**src/rtl/csi_wr_sequencer_if.sv**
```systemverilog
// Pixel-pair stream in, line-buffer RAM write port out.
// The sequencer takes the slave side; the stream source/RAM model the master.
interface csi_wr_sequencer_if #(
    parameter int ADDR_WIDTH = 10
);
    logic                  frame_start;
    logic                  pix_valid;
    logic [15:0]           pix_data;
    logic [15:0]           wr_data;
    logic [ADDR_WIDTH-1:0] wr_addr;
    logic [4:0]            wr_sel;
    logic                  we_even;
    logic                  we_odd;

    modport slave (
        input  frame_start,
        input  pix_valid,
        input  pix_data,
        output wr_data,
        output wr_addr,
        output wr_sel,
        output we_even,
        output we_odd
    );

    modport master (
        output frame_start,
        output pix_valid,
        output pix_data,
        input  wr_data,
        input  wr_addr,
        input  wr_sel,
        input  we_even,
        input  we_odd
    );
endinterface

```
**src/rtl/csi_wr_sequencer.sv**
```systemverilog
// Write-side sequencer for the banked line buffer: store-2/skip-2 sub-sampling,
// registered RAM write port, Gray commit pointer and overflow status.
module csi_wr_sequencer #(
    parameter int COLUMNS        = 320,
    parameter int FRAME_LINES    = 480,
    parameter int BANKS          = 20,
    parameter int SLOTS_PER_BANK = 6,
    parameter int OS_INCREMENT   = 160,
    parameter int ADDR_WIDTH     = 10
) (
    input  logic               clka,
    input  logic               write_rst_n,
    csi_wr_sequencer_if.slave  pix,
    input  logic [7:0]         rd_ptr_gray,
    output logic [7:0]         wr_ptr_gray,
    output logic               data_available,
    output logic               frame_done,
    output logic               overflow
);

    localparam int CW = (COLUMNS > 1) ? $clog2(COLUMNS) : 1;
    localparam int LW = (FRAME_LINES > 4) ? $clog2(FRAME_LINES) : 2;
    localparam int SW = (SLOTS_PER_BANK > 1) ? $clog2(SLOTS_PER_BANK) : 1;
    localparam int CAPACITY = BANKS * SLOTS_PER_BANK;

    logic                  frame_start;
    logic                  pix_valid;
    logic [15:0]           pix_data;

    logic [CW-1:0]         col, col_e, col_nxt;
    logic [LW-1:0]         lin, lin_e, lin_nxt;
    logic [SW-1:0]         slot, slot_e, slot_nxt;
    logic [ADDR_WIDTH-1:0] offset, offset_e, offset_nxt;
    logic [4:0]            sel, sel_e, sel_nxt;

    logic                  col_wrap;
    logic                  lin_wrap;
    logic                  store;
    logic                  commit;
    logic                  last_pair;
    logic [ADDR_WIDTH-1:0] addr_nxt;

    logic [7:0]            wr_ptr, wr_ptr_nxt;
    logic [7:0]            rd_sync1, rd_sync2;
    logic [7:0]            rd_ptr;
    logic [7:0]            occupancy;

    logic [15:0]           wr_data_q;
    logic [ADDR_WIDTH-1:0] wr_addr_q;
    logic [4:0]            wr_sel_q;
    logic                  we_even_q;
    logic                  we_odd_q;

    assign frame_start = pix.frame_start;
    assign pix_valid   = pix.pix_valid;
    assign pix_data    = pix.pix_data;

    assign pix.wr_data = wr_data_q;
    assign pix.wr_addr = wr_addr_q;
    assign pix.wr_sel  = wr_sel_q;
    assign pix.we_even = we_even_q;
    assign pix.we_odd  = we_odd_q;

    function automatic logic [7:0] gray2bin(input logic [7:0] g);
        logic [7:0] b;
        b[7] = g[7];
        for (int i = 6; i >= 0; i--) begin
            b[i] = b[i+1] ^ g[i];
        end
        return b;
    endfunction

    // frame_start overrides the position so a coincident beat lands at 0/0
    always_comb begin
        col_e    = frame_start ? '0 : col;
        lin_e    = frame_start ? '0 : lin;
        slot_e   = frame_start ? '0 : slot;
        offset_e = frame_start ? '0 : offset;
        sel_e    = frame_start ? '0 : sel;

        col_wrap  = (col_e == CW'(COLUMNS - 1));
        lin_wrap  = (lin_e == LW'(FRAME_LINES - 1));
        store     = pix_valid && !col_e[0] && !lin_e[1];
        commit    = pix_valid && col_wrap && lin_e[0] && !lin_e[1];
        last_pair = (lin_e == LW'(FRAME_LINES - 3));
        addr_nxt  = ADDR_WIDTH'(col_e >> 1) + offset_e;

        rd_ptr     = gray2bin(rd_sync2);
        occupancy  = wr_ptr - rd_ptr;
        wr_ptr_nxt = wr_ptr + 8'd1;
    end

    always_comb begin
        col_nxt    = col_e;
        lin_nxt    = lin_e;
        slot_nxt   = slot_e;
        offset_nxt = offset_e;
        sel_nxt    = sel_e;
        if (pix_valid) begin
            col_nxt = col_wrap ? '0 : col_e + CW'(1);
            if (col_wrap) begin
                lin_nxt = lin_wrap ? '0 : lin_e + LW'(1);
            end
        end
        if (commit) begin
            if (slot_e == SW'(SLOTS_PER_BANK - 1)) begin
                slot_nxt   = '0;
                offset_nxt = '0;
                sel_nxt    = (sel_e == 5'(BANKS - 1)) ? 5'd0 : sel_e + 5'd1;
            end else begin
                slot_nxt   = slot_e + SW'(1);
                offset_nxt = offset_e + ADDR_WIDTH'(OS_INCREMENT);
            end
        end
    end

    always_ff @(posedge clka or negedge write_rst_n) begin
        if (!write_rst_n) begin
            col      <= '0;
            lin      <= '0;
            slot     <= '0;
            offset   <= '0;
            sel      <= '0;
            rd_sync1 <= '0;
            rd_sync2 <= '0;
        end else begin
            col      <= col_nxt;
            lin      <= lin_nxt;
            slot     <= slot_nxt;
            offset   <= offset_nxt;
            sel      <= sel_nxt;
            rd_sync1 <= rd_ptr_gray;
            rd_sync2 <= rd_sync1;
        end
    end

    // RAM port uses the pre-commit bank/offset for the beat that commits
    always_ff @(posedge clka or negedge write_rst_n) begin
        if (!write_rst_n) begin
            wr_data_q <= '0;
            wr_addr_q <= '0;
            wr_sel_q  <= '0;
            we_even_q <= 1'b0;
            we_odd_q  <= 1'b0;
        end else begin
            we_even_q <= store && !lin_e[0];
            we_odd_q  <= store && lin_e[0];
            if (store) begin
                wr_data_q <= pix_data;
                wr_addr_q <= addr_nxt;
                wr_sel_q  <= sel_e;
            end
        end
    end

    always_ff @(posedge clka or negedge write_rst_n) begin
        if (!write_rst_n) begin
            wr_ptr         <= '0;
            wr_ptr_gray    <= '0;
            data_available <= 1'b0;
            frame_done     <= 1'b0;
            overflow       <= 1'b0;
        end else begin
            frame_done <= commit && last_pair;
            if (commit) begin
                wr_ptr         <= wr_ptr_nxt;
                wr_ptr_gray    <= wr_ptr_nxt ^ (wr_ptr_nxt >> 1);
                data_available <= 1'b1;
                if (occupancy >= 8'(CAPACITY)) begin
                    overflow <= 1'b1;
                end
            end
        end
    end

endmodule
```
**src/flat_wrapper.sv**
```systemverilog
// flat-port wrapper written by rule: the top's interface ports become plain ports
module csi_wr_sequencer_flat 
#(
    parameter int COLUMNS        = 320,
    parameter int FRAME_LINES    = 480,
    parameter int BANKS          = 20,
    parameter int SLOTS_PER_BANK = 6,
    parameter int OS_INCREMENT   = 160,
    parameter int ADDR_WIDTH     = 10
)
  (clka, write_rst_n, rd_ptr_gray, wr_ptr_gray, data_available, frame_done, overflow, pix_frame_start, pix_pix_valid, pix_pix_data, pix_wr_data, pix_wr_addr, pix_wr_sel, pix_we_even, pix_we_odd);
  csi_wr_sequencer_if #(.ADDR_WIDTH(ADDR_WIDTH)) pix_i ();
  input  logic clka;
  input  logic write_rst_n;
  input  logic [7:0] rd_ptr_gray;
  output logic [7:0] wr_ptr_gray;
  output logic data_available;
  output logic frame_done;
  output logic overflow;
  input wire logic [$bits(pix_i.frame_start)-1:0] pix_frame_start;
  input wire logic [$bits(pix_i.pix_valid)-1:0] pix_pix_valid;
  input wire logic [$bits(pix_i.pix_data)-1:0] pix_pix_data;
  output wire logic [$bits(pix_i.wr_data)-1:0] pix_wr_data;
  output wire logic [$bits(pix_i.wr_addr)-1:0] pix_wr_addr;
  output wire logic [$bits(pix_i.wr_sel)-1:0] pix_wr_sel;
  output wire logic [$bits(pix_i.we_even)-1:0] pix_we_even;
  output wire logic [$bits(pix_i.we_odd)-1:0] pix_we_odd;
  assign pix_i.frame_start = pix_frame_start;
  assign pix_i.pix_valid = pix_pix_valid;
  assign pix_i.pix_data = pix_pix_data;
  assign pix_wr_data = pix_i.wr_data;
  assign pix_wr_addr = pix_i.wr_addr;
  assign pix_wr_sel = pix_i.wr_sel;
  assign pix_we_even = pix_i.we_even;
  assign pix_we_odd = pix_i.we_odd;
  csi_wr_sequencer #(.COLUMNS(COLUMNS), .FRAME_LINES(FRAME_LINES), .BANKS(BANKS), .SLOTS_PER_BANK(SLOTS_PER_BANK), .OS_INCREMENT(OS_INCREMENT), .ADDR_WIDTH(ADDR_WIDTH)) u_core (.clka(clka), .write_rst_n(write_rst_n), .pix(pix_i), .rd_ptr_gray(rd_ptr_gray), .wr_ptr_gray(wr_ptr_gray), .data_available(data_available), .frame_done(frame_done), .overflow(overflow));
endmodule
```
**config.mk**
```make
export PLATFORM = sky130hd
export DESIGN_NAME = csi_wr_sequencer_flat
export DESIGN_NICKNAME = d
export VERILOG_FILES = /design/src/rtl/csi_wr_sequencer_if.sv /design/src/rtl/csi_wr_sequencer.sv /design/src/flat_wrapper.sv
export SDC_FILE = /design/constraint.sdc
export NUM_CORES = 1
export LEC_CHECK = 0
export ABC_AREA = 1
export CORE_MARGIN = 10
export CORE_UTILIZATION = 55
export DETAILED_ROUTE_END_ITERATION = 10
export PLACE_DENSITY = 0.78
export SLEW_MARGIN = 40
export SYNTH_ARGS = -nofsm -noshare
export SYNTH_HDL_FRONTEND = slang
export SYNTH_SLANG_ARGS = --single-unit
export TNS_END_PERCENT = 10
```
**constraint.sdc**
```tcl
create_clock -name clka -period 3.3 [get_ports clka]
set_input_delay 0.495 -clock clka [delete_from_list [all_inputs] [get_ports clka]]
set_output_delay 0.495 -clock clka [all_outputs]
set_load 0.05 [all_outputs]
```
== Word-level counts from Yosys, hierarchy flattened ==
Cells that the tools add are included.

* Logic and storage cells: 68
* Bits of input ports: 28
* Output and inout port bits: 44
* Flip-flop bits (word level): 104

* Order comparisons: 1
* Muxes and demuxes: 17
* Equality and inequality tests: 5
* $add $sub $neg: 8
* Reduce and logical (&&, ||, !) cells: 12
* Bitwise gates (word level): 8

{| class="wikitable"
|+ Operators with widths
! cell !! count
|-
| 9-bit 2-to-1 mux || 7
|-
| 10-bit 2-to-1 mux || 3
|-
| 9-bit == test (second input constant) || 3
|-
| 5-bit 2-to-1 mux || 4
|-
| 9-bit by 1-bit adder with 9-bit output (second input constant) || 2
|-
| 10-bit by 8-bit adder with 10-bit output (second input constant) || 1
|-
| 8-bit by 10-bit adder with 10-bit output || 1
|-
| 3-bit 2-to-1 mux || 3
|-
| 8-bit by 1-bit adder with 8-bit output (second input constant) || 1
|-
| 8-bit by 7-bit greater-or-equal comparator with 1-bit output (second input constant) || 1
|-
| 1-bit logical AND || 8
|-
| 8-bit subtractor || 1
|-
| 8-bit by 7-bit XOR with 8-bit output || 1
|-
| 1-bit XOR || 7
|-
| 5-bit by 1-bit adder with 5-bit output (second input constant) || 1
|-
| 5-bit == test (second input constant) || 1
|-
| 3-bit by 1-bit adder with 3-bit output (second input constant) || 1
|-
| 3-bit == test (second input constant) || 1
|-
| 1-bit zero test || 3
|-
| 2-bit AND reduction || 1
|}

== Longest topological paths before layout ==
* Depth after elaboration: 10
* Gate-level depth with buffers: 22
* Gate-level depth less buffers: 22

== Worst setup path before layout ==
Ideal clock, no wire load.

* Path kind: input to register
* Start: input pix_frame_start
* End: register u_core.wr_addr_q[8] (netlist: u_core.pix.wr_addr[8])
* Arrival time: 2.420 ns
* Required time: 3.182 ns
* Stages: 15
* Slack: 0.762 ns
* Setup time: 0.118 ns
* Path buffers: 3
* Cells stage by stage: buf_6 -> inv_4 -> buf_4 -> buf_2 -> nand2_1 -> inv_1 -> ha_1 -> inv_1 -> fa_1 -> o21ai_0 -> nand4_1 -> nand3_1 -> nand2_1 -> nand3_1 -> nand2_1

* Word-level cells in the longest chain between the ends: 4
* Elaborated cells between the ends (all ways): 8
* Classes of those cells: 1 x add/sub; 3 x mux; 4 x reduce/logical

{| class="wikitable"
|+ Ends and longest elaborated chain
! item !! line !! source
|-
| start, declared || flat_wrapper.sv:20 || <nowiki>input wire logic [$bits(pix_i.frame_start)-1:0] pix_frame_start;</nowiki>
|-
| branches (longest 4 deep; another with 8-bit by 10-bit adder with 10-bit output) || n/a ||
|-
| end signal, assigned || csi_wr_sequencer.sv:150 || <nowiki>wr_addr_q <= addr_nxt;</nowiki>
|-
| end, declared || csi_wr_sequencer.sv:49 || <nowiki>logic [ADDR_WIDTH-1:0] wr_addr_q;</nowiki>
|}

Several ways; the timed one is not identified.
A chain may end at the register's enable or synchronous reset.

== Final worst setup path ==
* Start: register u_core.rd_sync2[7]
* End: register u_core.overflow

* Word-level cells in the longest chain between the ends: 10

{| class="wikitable"
|+ Ends and longest elaborated chain
! item !! line !! source
|-
| start, declared || csi_wr_sequencer.sv:44 || <nowiki>logic [7:0] rd_sync1, rd_sync2;</nowiki>
|-
| start signal, assigned || csi_wr_sequencer.sv:133 || <nowiki>rd_sync2 <= rd_sync1;</nowiki>
|-
| 1-bit XOR (7 in a row) || csi_wr_sequencer.sv:68 || <nowiki>b[i] = b[i+1] ^ g[i];</nowiki>
|-
| 8-bit subtractor (*) || csi_wr_sequencer.sv:89 || <nowiki>occupancy = wr_ptr - rd_ptr;</nowiki>
|-
| 8-bit by 7-bit greater-or-equal comparator with 1-bit output (*) || csi_wr_sequencer.sv:169 || <nowiki>if (occupancy >= 8'(CAPACITY)) begin</nowiki>
|-
| 2-bit AND reduction (no source line) (*) || n/a ||
|-
| end signal, assigned || csi_wr_sequencer.sv:162 || <nowiki>overflow <= 1'b0;</nowiki>
|-
| end signal, assigned || csi_wr_sequencer.sv:170 || <nowiki>overflow <= 1'b1;</nowiki>
|-
| end, declared || csi_wr_sequencer.sv:18 || <nowiki>output logic overflow</nowiki>
|}

Mark *: on every way between the ends. The rest lies on a longest branch, timed or not.

==> impl_metrics.tcl <==
set metrics [dict create \
    synth_top_cell_area_share 0.4811 \
    slew_viol_final 0 \
    regToRegEndpoint "u_core.overflow" \
    num_io_pins 72 \
    track_usage 0.1738 \
    final-seq-area_um2 2577 \
    muxShareOfSynthArea 0 \
    post_cts_buffers 0 \
    fmax_mhz 354.2 \
    hpwl_um 9065 \
    drc 0 \
    dp.cells 847 \
    rrSetupSlack_ns 0.48 \
    port_buffers 71 \
    worst_slack_ns 0.4764 \
    hold_path_class "primary input to asynchronous set/reset pin" \
    synth_flop_cell "dfrtp_1" \
    htree_levels 3 \
    fin_util 0.6856 \
    tns_ns 0 \
    firstDrtPassIters 5 \
    post-route-min-period_ns 2.824 \
    vias_per_cell 5.034 \
    rsz0062_at_grt "no" \
    drive_above_1_share 0.06948 \
    grt_max_degree 60 \
    crit_required_ns 3.62 \
    reg2regPathDepth 22 \
    synth_edf_count 0 \
    yosys_warnings 0 \
    core_um2 9371 \
    cts_buffers 9 \
    grt_pass1_vias 4427 \
    cts.sinks 103 \
    skew_ns 0.01017 \
    cts_tree "built" \
    maxCapViolations 0 \
    grt_overflow 0 \
    cts_repair_resize_count 0 \
    cts_root_buffer "clkbuf_8" \
    synthAdderAreaFrac 0.05652 \
    die_x_um 118.7 \
    wl_um 12130 \
    netlist_area_um2 5358 \
    period_share 0.8556 \
    instances_no_fill 863 \
    antenna_found_initial 0 \
    synth-seq-area-share 0.4811 \
    wl_per_cell_um 14.06 \
    chipHeight_um 118.7 \
    layout_commonest_cell "nand2_1" \
    synth.area.top_cells "dfrtp_1 48%, nand2_1 13%, inv_1 6.0%" \
    drt_iter0_drc 267 \
    clk_path_buf_depth 2 \
    synth-compound-area-share 0.07917 \
    cp_max_fo 4 \
    synth_nets 703 \
    num_rows 35 \
    hold_buffers 0 \
    dpl_worst_slack_ns 0.2392 \
    start_util 0.5717 \
    vias 4344 \
    synth_top_family_by_area "simple AND/OR/NAND/NOR gates" \
    syn_to_final_growth_pct 19.92 \
    yosys_register_bits 103 \
    ys_types 37 \
    tightestPinTransition_ns 0.7370 \
    clock_latency_ns 0.38 \
    cts.reportedPaths.clkPinSlew_ns 0.10 \
    avgSynthCellArea_um2 8.217 \
    p_per_area_nw_per_um2 389.1 \
    most-common-layout-cells "180 x nand2_1, 103 x dfrtp_1, 85 x inv_1" \
    crit_type "register to register" \
    async_flop_share 1.000 \
    multiInputGateArea_um2 2375 \
    fill_cells 778 \
    yosys.area_share.simple 0.2667 \
    rr_startpoint "u_core.rd_sync2[7]" \
    gp_congestion 0.8790 \
    arrival_ns 3.14 \
    synth_top_area_cell "dfrtp_1" \
    outcome "completed" \
    ant_nets 0 \
    cp-start-kind "register" \
    synth_xor_area_frac 0.04087 \
    slew-limit-headroom 0.5086 \
    synth_cells 652 \
    layout.nets 780 \
    setup_viol_count_final 0 \
    final_hold_viol_count 0 \
    cp-end-kind "register" \
    leakage_nw 3.184 \
    power_mw 2.500 \
    grt_pass1_wl_um 20680 \
    fp.dieArea_um2 14090 \
    diodes 0 \
    vdd_drop_max_v 0.0002345 \
]
## Yosys cell counts, types with 2 or more instances
cell      instances
o21bai_1          2
fa_1              2
buf_2             4
nand2_2           7
buf_4             2
inv_2             2
nor3_1           18
nor2_2            2
ha_1             21
nor2_4            4
o21ai_1           3
o21a_1            2
xnor2_1           6
xor2_1           19
inv_1            85
nand3b_1          2
a21oi_1          13
nor3_4            2
nand3_4           2
dfrtp_1         103
nand4_1           6
o22ai_1           4
nand3_1          44
nor2_1           49
clkbuf_1          7
o21ai_0          51
nand2_1         180
## cell type report
cell class / count / share of cell area
multi-input cells: 447 / 0.3696
clock buffers: 9 / 0.01928
inverters: 88 / 0.05180
well taps: 129 / 0.02512
clock inverters: 7 / 0.01227
repair buffers: 80 / 0.1207
flip-flops and latches: 103 / 0.4012
## metal layers
metal,global-route usage,part of all wire,vias to the layer above
li1,-,-,2211
met1,0.2133,0.45,2018
met2,0.2811,0.46,101
met3,0.05902,0.075,14
met4,0.05649,0.013,0
met5,0,0,-
## registers in the layout (all words and copies together) (netlist names), 3 cells and up
register and count:
u_core.wr_ptr_gray 7, u_core.lin 9, u_core.sel 5, u_core.pix.wr_data 16, u_core.rd_sync1 8, u_core.pix.wr_sel 5
u_core.col 9, u_core.offset 10, u_core.slot 3, u_core.wr_ptr 8, u_core.pix.wr_addr 10, u_core.rd_sync2 8
## cells by family after synthesis
| family | Yosys count |
|---|---|
| AOI/OAI and AO/OA | 79 |
| xor gates and xnor gates | 25 |
| adders and majority gates | 23 |
| buffers and inverters | 102 |
| DFF | 103 |
| and+or+nand+nor | 320 |
## how the worst max path moves through the flow
stage	from	endpoint	cells past startpoint
floorplan	pix_frame_start	u_core.pix.wr_addr[8]	15
global placement	pix_frame_start	u_core.pix.wr_addr[8]	11
detailed placement	pix_frame_start	u_core.pix.wr_addr[8]	11
CTS	u_core.rd_sync2[7]	u_core.overflow	22
global route	u_core.rd_sync2[7]	u_core.overflow	22
finish	u_core.rd_sync2[7]	u_core.overflow	22
## through the flow
step / cell area, µm² / hold WS, ns
after global routing: 6425 / 0.2231
after global placement: 6222 / 0.3334
after CTS: 6425 / 0.1995
after detailed placement: 6222 / 0.3365
after floorplan: 5358 / 0.1994
final: 6425 / 0.1669
## power breakdown
part,leakage [nW],switching [mW],internal [mW]
clock,0.0982,0.471,0.360
combinational,1.73,0.229,0.117
sequential,1.35,0.0206,1.30
## worst max-delay path, cell delays in order, from the launching register on
cell and delay (ns):
dfrtp_1 0.41, inv_1 0.07, nand2_1 0.08, nand3_1 0.11, nand2_1 0.13, nand2_1 0.08
nand3_1 0.11, nand2_1 0.10, nand2_1 0.12, nand3_1 0.10, nand3b_1 0.09, nand2_1 0.06
ha_1 0.20, fa_1 0.37, inv_1 0.06, nand2_1 0.07, nand3_1 0.07, o21ai_0 0.07
nor3_1 0.14, nand3_1 0.11, nand3_1 0.10, nand2_1 0.06, nand2_1 0.07
Power figures use the tool's default switching activity.
